### config.mk
export PLATFORM = sky130hd
export DESIGN_NAME = cdu_timing_gen
export DESIGN_NICKNAME = d
export VERILOG_FILES = /design/src/rtl/cdu_timing_gen.sv
export SDC_FILE = /design/constraint.sdc
export NUM_CORES = 1
export LEC_CHECK = 0
export CORE_UTILIZATION = 37
export DETAILED_ROUTE_END_ITERATION = 10
export HOLD_SLACK_MARGIN = 0.1
export PLACE_DENSITY = 0.73
export SLEW_MARGIN = 25
export SYNTH_ARGS = -nofsm -noshare
export SYNTH_HDL_FRONTEND = slang
export SYNTH_SLANG_ARGS = --single-unit
export TNS_END_PERCENT = 50
### constraint.sdc
create_clock -name _51KPHI -period 1.45 [get_ports _51KPHI]
set_clock_uncertainty 0.1 [all_clocks]
set_input_delay 0.29 -clock _51KPHI [delete_from_list [all_inputs] [get_ports _51KPHI]]
set_output_delay 0.29 -clock _51KPHI [all_outputs]
set_load 0.05 [all_outputs]
### src/rtl/cdu_timing_gen.sv
// cdu_timing_gen: one-hot phase generator with phase-cycle divider, tap strobe and ISSI service.
// Ports:
//   _51KPHI   master clock, rising edge
//   rst_n     asynchronous active-low reset
//   en        phase advance enable
//   resync    synchronous restart of phase, divider and ISSI state
//   tap_sel   divider bit watched for tick_out
//   issi      asynchronous ISSI request level
//   faz/faz_n one-hot phase vector and its complement
//   phase_idx current phase index
//   div_cnt   phase-cycle divider
//   tick_out  strobe on 0->1 of the selected divider bit
//   wrap      strobe on divider wrap
//   issi_ph   serviced-ISSI strobe on phase ISSI_PH
//   issi_pend synchronised request waiting for service
//   issi_ovf  sticky: request merged into one already pending
module cdu_timing_gen #(
  parameter int NPHASE  = 4,
  parameter int DIV_W   = 4,
  parameter int ISSI_PH = 2
) (
  input  logic                      _51KPHI,
  input  logic                      rst_n,
  input  logic                      en,
  input  logic                      resync,
  input  logic [3:0]                tap_sel,
  input  logic                      issi,
  output logic [NPHASE-1:0]         faz,
  output logic [NPHASE-1:0]         faz_n,
  output logic [$clog2(NPHASE)-1:0] phase_idx,
  output logic [DIV_W-1:0]          div_cnt,
  output logic                      tick_out,
  output logic                      wrap,
  output logic                      issi_ph,
  output logic                      issi_pend,
  output logic                      issi_ovf
);
  localparam int PW = $clog2(NPHASE);
  logic [PW-1:0]    p_q, p_d;
  logic [DIV_W-1:0] d_q, d_d;
  logic             tick_q, tick_d, wrap_q, wrap_d, pend_q, pend_d, ovf_q, ovf_d;
  // {s3, s2, s1}
  logic [2:0]       sync_q, sync_d;
  logic             inc, rise;
  // Zero-extended divider copies: taps beyond DIV_W read constant 0, so they never tick.
  logic [15:0]      d_old_x, d_new_x;
  always_comb begin
    inc     = en & ~resync & (p_q == PW'(NPHASE - 1));
    rise    = sync_q[1] & ~sync_q[2];
    p_d     = resync ? '0 : !en ? p_q : inc ? '0 : p_q + 1'b1;
    d_d     = resync ? '0 : inc ? d_q + 1'b1 : d_q;
    d_old_x = 16'(d_q);
    d_new_x = 16'(d_d);
    // Old and new value are sampled with the same tap, so a tap change alone cannot tick.
    tick_d  = ~d_old_x[tap_sel] & d_new_x[tap_sel];
    wrap_d  = inc & (&d_q);
    sync_d  = resync ? 3'b000 : {sync_q[1:0], issi};
    // A new rise on the service edge keeps the request pending instead of overflowing.
    pend_d  = ~resync & (rise | (pend_q & ~issi_ph));
    ovf_d   = ~resync & (ovf_q | (rise & pend_q & ~issi_ph));
  end
  always_ff @(posedge _51KPHI or negedge rst_n) begin
    if (!rst_n) begin
      p_q    <= '0;
      d_q    <= '0;
      tick_q <= 1'b0;
      wrap_q <= 1'b0;
      pend_q <= 1'b0;
      ovf_q  <= 1'b0;
      sync_q <= 3'b000;
    end else begin
      p_q    <= p_d;
      d_q    <= d_d;
      tick_q <= tick_d;
      wrap_q <= wrap_d;
      pend_q <= pend_d;
      ovf_q  <= ovf_d;
      sync_q <= sync_d;
    end
  end
  assign faz       = NPHASE'(1) << p_q;
  assign faz_n     = ~faz;
  assign phase_idx = p_q;
  assign div_cnt   = d_q;
  assign tick_out  = tick_q;
  assign wrap      = wrap_q;
  assign issi_ph   = pend_q & faz[ISSI_PH] & en;
  assign issi_pend = pend_q;
  assign issi_ovf  = ovf_q;
endmodule

After elaboration in Yosys (flattened, before gate mapping)
Index checks and enable logic that the tools add are counted.
Word-level totals
  input bits: 9
  bits in registers: 13
  word-level logic and storage cells: 43
  output and inout port bits: 19
Operators by class
  add/subtract/negate cells: 2
  $lt $le $gt $ge: 1
  mux-type cells: 10
  eq/ne operators: 1
  shift-type cells: 1
  bitwise operators: 19
  reduce and logical (&&, ||, !) cells: 2
Operator list (number)
  1-bit bitwise AND: 12
  1-bit binary-select mux with 4-bit select: 2
  4-bit 2-to-1 mux: 2
  2-bit 2-to-1 mux: 3
  4-bit by 5-bit less-than comparator with 1-bit output (second input constant): 1
  4-bit by 1-bit adder with 4-bit output (second input constant): 1
  1-bit inverter: 4
  4-bit inverter: 1
  4-bit AND reduction: 1
  1-bit by 2-bit << shifter with 4-bit output (first input constant): 1
  3-bit 2-to-1 mux: 1
  2-bit by 1-bit adder with 2-bit output (second input constant): 1
  2-bit equality test (second input constant): 1
  1-bit 2-to-1 mux: 2
  1-bit OR: 2
  2-bit nonzero test: 1

Longest topological paths before layout
Gate-level depths: netlist (run 1).
  depth in word-level cells: 8
  mapped depth: 6
  mapped depth without buffers: 6

Least setup slack after synthesis (run 1)
No wires, ideal clock.
  path kind: reg-to-reg
  start point: register p_q[1] (netlist: phase_idx[1])
  end point: register ovf_q (netlist: issi_ovf)
  setup slack: -0.819 ns
  library setup time: 0.132 ns
  arrival: 2.037 ns
  stages on the path, launching flop included: 6
  required time: 1.218 ns
  cell sequence: dfrtp_1 > ha_1 > inv_1 > o21ai_1 > o21ba_2 > nor2_1
Between the ends
  cells in the longest elaborated chain, start to end: 7
RTL lines
  start: declaration: RTL line 39  | logic [PW-1:0] p_q, p_d;
  start signal: assignment: RTL line 72  | p_q <= p_d;
  1-bit by 2-bit << shifter with 4-bit output: RTL line 81  | assign faz = NPHASE'(1) << p_q;
  named net faz[2]: RTL line 28  | output logic [NPHASE-1:0] faz,
  1-bit bitwise AND (2 in a row): RTL line 87  | assign issi_ph = pend_q & faz[ISSI_PH] & en;
  1-bit inverter: RTL line 60  | ovf_d = ~resync & (ovf_q | (rise & pend_q & ~issi_ph));
  1-bit bitwise AND: RTL line 60
  1-bit OR: RTL line 60
  1-bit bitwise AND: RTL line 60
  named net ovf_d: RTL line 41  | logic tick_q, tick_d, wrap_q, wrap_d, pend_q, pend_d, ovf_q, ovf_d;
  end signal: assignment: RTL line 77  | ovf_q <= ovf_d;
  end: declaration: RTL line 41
The timed path passes the listed nets, and every way through them passes these cells.
A chain may end at the register's enable or synchronous reset.

Final worst setup path (run 1)
  start point: register p_q[1] (netlist: phase_idx[1])
  end point: output port faz_n[0]
Between the ends
  cells in the longest elaborated chain, start to end: 2
RTL lines
  1-bit by 2-bit << shifter with 4-bit output: RTL line 81
  4-bit inverter: RTL line 82  | assign faz_n = ~faz;
  end: declaration: RTL line 29  | output logic [NPHASE-1:0] faz_n,
No other way between the ends.

==> impl_metrics.py, run 1 <==
metrics = {
    "power_and_ir_drop": {
        "p_per_area_mw_per_mm2": 645,
        "vdd_drop_max_mv": 0.665,
        "p_total_uw": 958,
        "leakage_nw": 0.670,
    },
    "finish": {
        "drive_above_1_share_pct": 55.4,
        "seqCellArea_um2": 329,
        "multi_input_area_um2": 398,
        "final_cell_area_mm2": 0.00149,
        "nNetsFinal": 136,
        "n_fill_cell": 89,
        "n_antenna_cell": 0,
        "area_growth_pct": 115,
    },
    "synthesis": {
        "synthTopCellsByArea": "dfrtp_1 (47%), ha_1 (9.1%), inv_1 (4.3%)",
        "synth_top_cells_by_count": "dfrtp_1 (13), inv_1 (8), nor2_1 (6)",
        "syn_nets": 80,
        "syn_area_per_cell_um2": 10.5,
        "ys_ff_latch": 13,
        "synth-async-reset-ratio_pct": 100,
        "synth-seq-area-share_pct": 47.1,
        "yosys_most_used_dff": "dfrtp_1",
        "yosysTopAreaCell": "dfrtp_1",
        "synth-edff-count": 0,
        "yosys.cell_types.count": 24,
        "ys_warn_count": 0,
        "netlist_area_um2": 691,
        "post-synth-top-count-cell": "dfrtp_1",
        "synth_top_area_share_pct": 47.1,
        "netlist_instances": 66,
    },
    "die": {
        "initial_core_util_pct": 39.6,
        "rows": 15,
        "ioPinCount": 28,
        "dieArea_mm2": 0.00204,
        "die_w_um": 45.2,
        "core_area_mm2": 0.00175,
        "fp.dieH_um": 45.2,
    },
    "drt": {
        "routedWlPerCell_um": 15.1,
        "viasPerCell": 4.95,
        "vias": 722,
        "drtAntennaViolNets": 0,
        "drc": 0,
        "drt_iter0_drc": 25,
        "drt-pass1-iter-count": 4,
        "routed_wl_um": 2200,
    },
    "worst_setup_path": {
        "critPathBufInv": 4,
        "critPathTopFamily": "buffers and inverters",
        "critPathKind": "reg -> out",
        "arrival_ns": 1.31,
        "cp-end-kind": "output pin",
        "startpoint_type": "flop",
        "cp_cell_sequence": "buf_4, inv_4, ha_4, inv_1, buf_12",
        "required_ns": 1.06,
        "critPathMaxFanout": 3,
        "crit_slowest_cell": "dfrtp_2",
        "cpPeakStageDelay_ns": 0.45,
    },
    "sta": {
        "slew_viol_final": 0,
        "min_period_over_period_pct": 117,
        "setup_violations": 11,
        "hold_viol": 0,
        "tns_ns": -2.01,
        "tightest_slew_ns": 0.256,
        "worst_slack_ns": -0.254,
        "maxSlewHeadroom_pct": 82.9,
        "fin_crit_ns": 1.70,
        "rsz0062_at_grt": "true",
        "max_freq_ghz": 0.587,
    },
    "clock_tree": {
        "cts_tree": "done",
        "clkSinkCount": 13,
        "hold_buffers": 0,
        "cts_buffers": 3,
        "path_clk_slew_ns": 0.08,
        "cts_root_buf": "clkbuf_4",
        "htreeDepth": 1,
        "clock_latency_ns": 0.28,
        "clockBufferDepth": 2,
    },
    "place": {
        "pre_cts_slack_ns": -0.464,
        "place_area_mm2": 0.00140,
        "post-dp-hpwl_um": 1770,
        "place_congestion": 0.829,
        "io_buffer_count": 27,
    },
    "min_path": {
        "holdCritPathClass": "in -> async",
    },
    "global_route": {
        "grt_start_max_net_pins": 14,
        "grt_pass1_vias": 727,
        "grt_pass1_wl_um": 3480,
        "antenna_found_initial": 0,
        "grt_use_total_pct": 24.5,
        "overflow": 0,
    },
    "outcome": {
        "violations": "negative setup slack",
        "status": "finished with violations",
    },
    "job": {
        "cap_violations": 0,
    },
}
==> layer usage <==
metal | track usage (%) | part of all wire, %
met1 | 29.4 | 38
met2 | 44.1 | 56
met3 | 6.40 | 5.1
met4 | 4.24 | 1.1
met5 | 0 | 0
==> state kept, by name, summed over array words and instances (netlist names) <==
signal and cells:
sync_q 3, issi_ovf 1, phase_idx 2, issi_pend 1, div_cnt 4, tick_out 1, wrap 1
==> power breakdown <==
| group | internal, mW | switching [mW] |
|---|---|---|
| registers | 0.373 | 0.0133 |
| clock network | 0.102 | 0.120 |
| logic | 0.174 | 0.175 |
| total | 0.650 | 0.308 |
==> layout by cell type, fill, tap and decap left out, types with 2 or more instances in the layout <==
cell type,n
a21oi_1,4
buf_12,19
buf_4,23
buf_6,2
clkbuf_4,3
clkdlybuf4s50_1,7
dfrtp_1,10
dfrtp_2,3
ha_4,4
inv_1,3
inv_4,3
nand2_1,3
nand3_1,2
nor2_1,6
nor2b_1,4
nor3_1,2
xor2_1,2
==> worst paths after layout <==
check / start / end / slack [ns] / cells after the start
setup reg to reg: phase_idx[0] / tick_out / -0.08 / 5
hold / removal: rst_n / wrap / 0.20 / 2
hold reg to reg: sync_q[0] / sync_q[1] / 0.39 / 1
min in group _51KPHI: en / wrap / 0.39 / 4
max in group asynchronous: rst_n / phase_idx[1] / 0.87 / 2
setup / recovery: phase_idx[1] / faz_n[0] / -0.25 / 5
==> final cells by class <==
cell class,instances,share of cell area (%)
clock buffer,3,1.52
clock inverter,1,0.337
inverter,8,2.78
multi-input combinational,44,26.8
sequential,13,22.2
tap,25,2.11
timing repair buffer,52,44.3
==> per-stage QoR <==
step           instances  hold WS, ns  utilization (%)
2_1_floorplan         66       -0.106                -
6_report             146        0.201             85.1
3_5_place_dp         140        0.364             80.3
4_1_cts              144        0.205             83.9
5_1_grt              146        0.222             85.1
3_3_place_gp         140        0.364             80.3
==> what timing repair did <==
| item | 4_1_cts | 5_1_grt |
|---|---|---|
| resized for setup | 8 | 4 |
| endpoints found under the hold margin | 0 | 0 |
| setup buffers | 0 | 2 |
| endpoints found under the setup margin | 10 | 12 |
==> cell families (layout without fill, tap and decap cells) <==
| kind of cell | Yosys count | count (layout) | synth area share [%] |
|---|---|---|---|
| buf+inv | 9 | 64 | 4.89 |
| simple gates | 23 | 23 | 17.2 |
| compound gates | 12 | 12 | 14.5 |
| fa+ha+maj | 5 | 5 | 9.06 |
| flops | 13 | 13 | 47.1 |
| xor+xnor | 2 | 2 | 2.54 |
| mux | 2 | 2 | 4.71 |
Power figures use the tool's default switching activity.
==> run 2: changes to the inputs <==
Settings changed: CTS_BUF_LIST set to sky130_fd_sc_hd__clkbuf_16, CTS_CLUSTER_DIAMETER set to 60.
==> impl_metrics.py, run 2 (synthesized netlist as in run 1, its figures left out) <==
metrics = {
    "worst_setup_path": {
        "cp_cell_sequence": "inv_4, ha_4, and3_4, buf_12",
        "regToRegEndpoint": "tick_out",
        "cpPeakStageDelay_ns": 0.46,
        "startpoint_type": "flop",
        "critPathCapture": "issi_ph",
        "crit_slowest_cell": "dfrtp_2",
        "timing.rr.start": "phase_idx[0]",
        "ff2ff_setup_slack_ns": -0.19,
        "critPathMaxFanout": 4,
        "required_ns": 1.06,
        "critPathKind": "reg -> out",
        "cp-end-kind": "output pin",
        "crit_start": "phase_idx[0]",
        "arrival_ns": 1.33,
        "rr_worst_depth": 6,
    },
    "power_and_ir_drop": {
        "power.internal_uw": 927,
        "swShare_pct": 29.1,
        "leakage_nw": 0.729,
        "sequentialPowerShare_pct": 29.8,
        "p_clk_share_pct": 40.6,
        "pwr-share-comb_pct": 29.6,
        "p_per_area_mw_per_mm2": 801,
        "power.switching_uw": 380,
        "p_total_mw": 1.31,
        "vdd_drop_max_mv": 1.13,
    },
    "drt": {
        "drt-pass1-iter-count": 4,
        "vias": 844,
        "viasPerCell": 5.63,
        "routed_wl_um": 3640,
        "routedWlPerCell_um": 24.3,
        "drc": 0,
        "drt_iter0_drc": 31,
        "drtAntennaViolNets": 0,
    },
    "sta": {
        "setup_violations": 13,
        "min_period_over_period_pct": 118,
        "rsz0062_at_grt": "true",
        "hold_slack_ns": 0.316,
        "fin_crit_ns": 1.72,
        "maxSlewHeadroom_pct": 76.4,
        "max_freq_ghz": 0.583,
        "tightest_slew_ns": 0.354,
        "worst_slack_ns": -0.267,
        "slew_viol_final": 0,
        "hold_viol": 0,
    },
    "finish": {
        "nNetsFinal": 140,
        "final_common_cell": "buf_4",
        "n_fill_cell": 47,
        "area_growth_pct": 136,
        "largest_reg_flops": 4,
        "drive_above_1_share_pct": 61.6,
        "multi_input_area_um2": 435,
        "final_cell_area_mm2": 0.00163,
        "n_antenna_cell": 0,
        "seqCellArea_um2": 329,
        "most-common-layout-cells": "buf_4 (23), buf_12 (20), dfrtp_1 (10)",
    },
    "die": {
        "ioPinCount": 28,
        "dieArea_mm2": 0.00204,
        "initial_core_util_pct": 39.6,
        "rows": 15,
        "core_area_mm2": 0.00175,
        "fp.dieH_um": 45.2,
        "die_w_um": 45.2,
    },
    "global_route": {
        "antenna_found_initial": 0,
        "overflow": 0,
        "grt_pass1_wl_um": 4570,
        "grt_start_max_net_pins": 14,
        "grt_pass1_vias": 848,
        "grt_use_total_pct": 34.3,
    },
    "place": {
        "post-dp-hpwl_um": 1770,
        "io_buffer_count": 27,
        "place_area_mm2": 0.00140,
        "place_congestion": 0.829,
    },
    "clock_tree": {
        "clkSinkCount": 13,
        "clockBufferDepth": 2,
        "cts_tree": "done",
        "hold_buffers": 0,
        "clock_latency_ns": 0.25,
        "cts_buffers": 3,
        "path_clk_slew_ns": 0.05,
        "cts_root_buf": "clkbuf_16",
        "htreeDepth": 1,
    },
    "min_path": {
        "holdCritPathClass": "in -> async",
    },
    "job": {
        "cap_violations": 0,
    },
    "outcome": {
        "violations": "negative setup slack",
        "status": "finished with violations",
    },
}
[run 2: cell count changes in the layout (fill, tap and decap cells not counted), sizes merged]
cell	before	now
dlygate4sd2	0	2
clkdlybuf4s50	7	5
buf	44	48
[run 2: layout make-up]
cell class / count / share of cell area, %
multi-input combinational: 44 / 26.7
timing repair buffer: 56 / 43.5
clock inverter: 1 / 0.307
inverter: 8 / 2.84
clock buffer: 3 / 4.60
sequential: 13 / 20.2
tap: 25 / 1.92
[run 2: power groups by stage]
| stage | logic, mW | registers (mW) | clock network [mW] |
|---|---|---|---|
| after global routing | 0.395 | 0.390 | 0.556 |
| after CTS | 0.348 | 0.388 | 0.520 |
| after detailed placement | 0.330 | 0.392 | 0 |
| after global placement | 0.324 | 0.391 | 0 |
| after floorplan | 0.117 | 0.417 | 0 |
| final | 0.387 | 0.390 | 0.531 |
[run 2: routing by layer]
layer	up-vias	part of all wire (%)	global-route usage (%)
met4	0	3.9	13.3
li1	348	-	-
met3	15	5.4	9.20
met1	425	36	40.4
met5	-	0	0
met2	56	54	59.1
[run 2: worst min-delay path by stage]
stage,endpoint
final,div_cnt[0]
after global routing,div_cnt[0]
after CTS,wrap
after detailed placement,sync_q[1]
after global placement,sync_q[1]
after floorplan,div_cnt[0]
[run 2: stage by stage]
stage / TNS (ns) / instances / util, % / setup WS, ns
after CTS: -1.59 / 147 / 90.3 / -0.211
final: -2.20 / 150 / 93.5 / -0.267
after floorplan: -1.90 / 66 / - / -0.356
after detailed placement: -1.81 / 140 / 80.3 / -0.464
after global routing: -2.41 / 150 / 93.5 / -0.285
after global placement: -1.60 / 140 / 80.3 / -0.416
[run 2: critical path: cells and delay by family (launching register included)]
| family | cells | cell delay [ns] |
|---|---|---|
| and+or+nand+nor | 1 | 0.20 |
| adders and majority gates | 1 | 0.17 |
| DFF | 1 | 0.46 |
| buffers and inverters | 2 | 0.23 |
[run 2: timing repair]
action                     in CTS  in global routing
setup buffers                   3                  3
setup endpoints to repair      10                 13
pin swaps                       4                  5
gates resized for setup        18                  8
==> run 3: changes to the inputs <==
Settings changed: GPL_ROUTABILITY_DRIVEN set to 1.
==> results of run 3 <==
Final layout, timing and power as in run 2 (identical DEF).
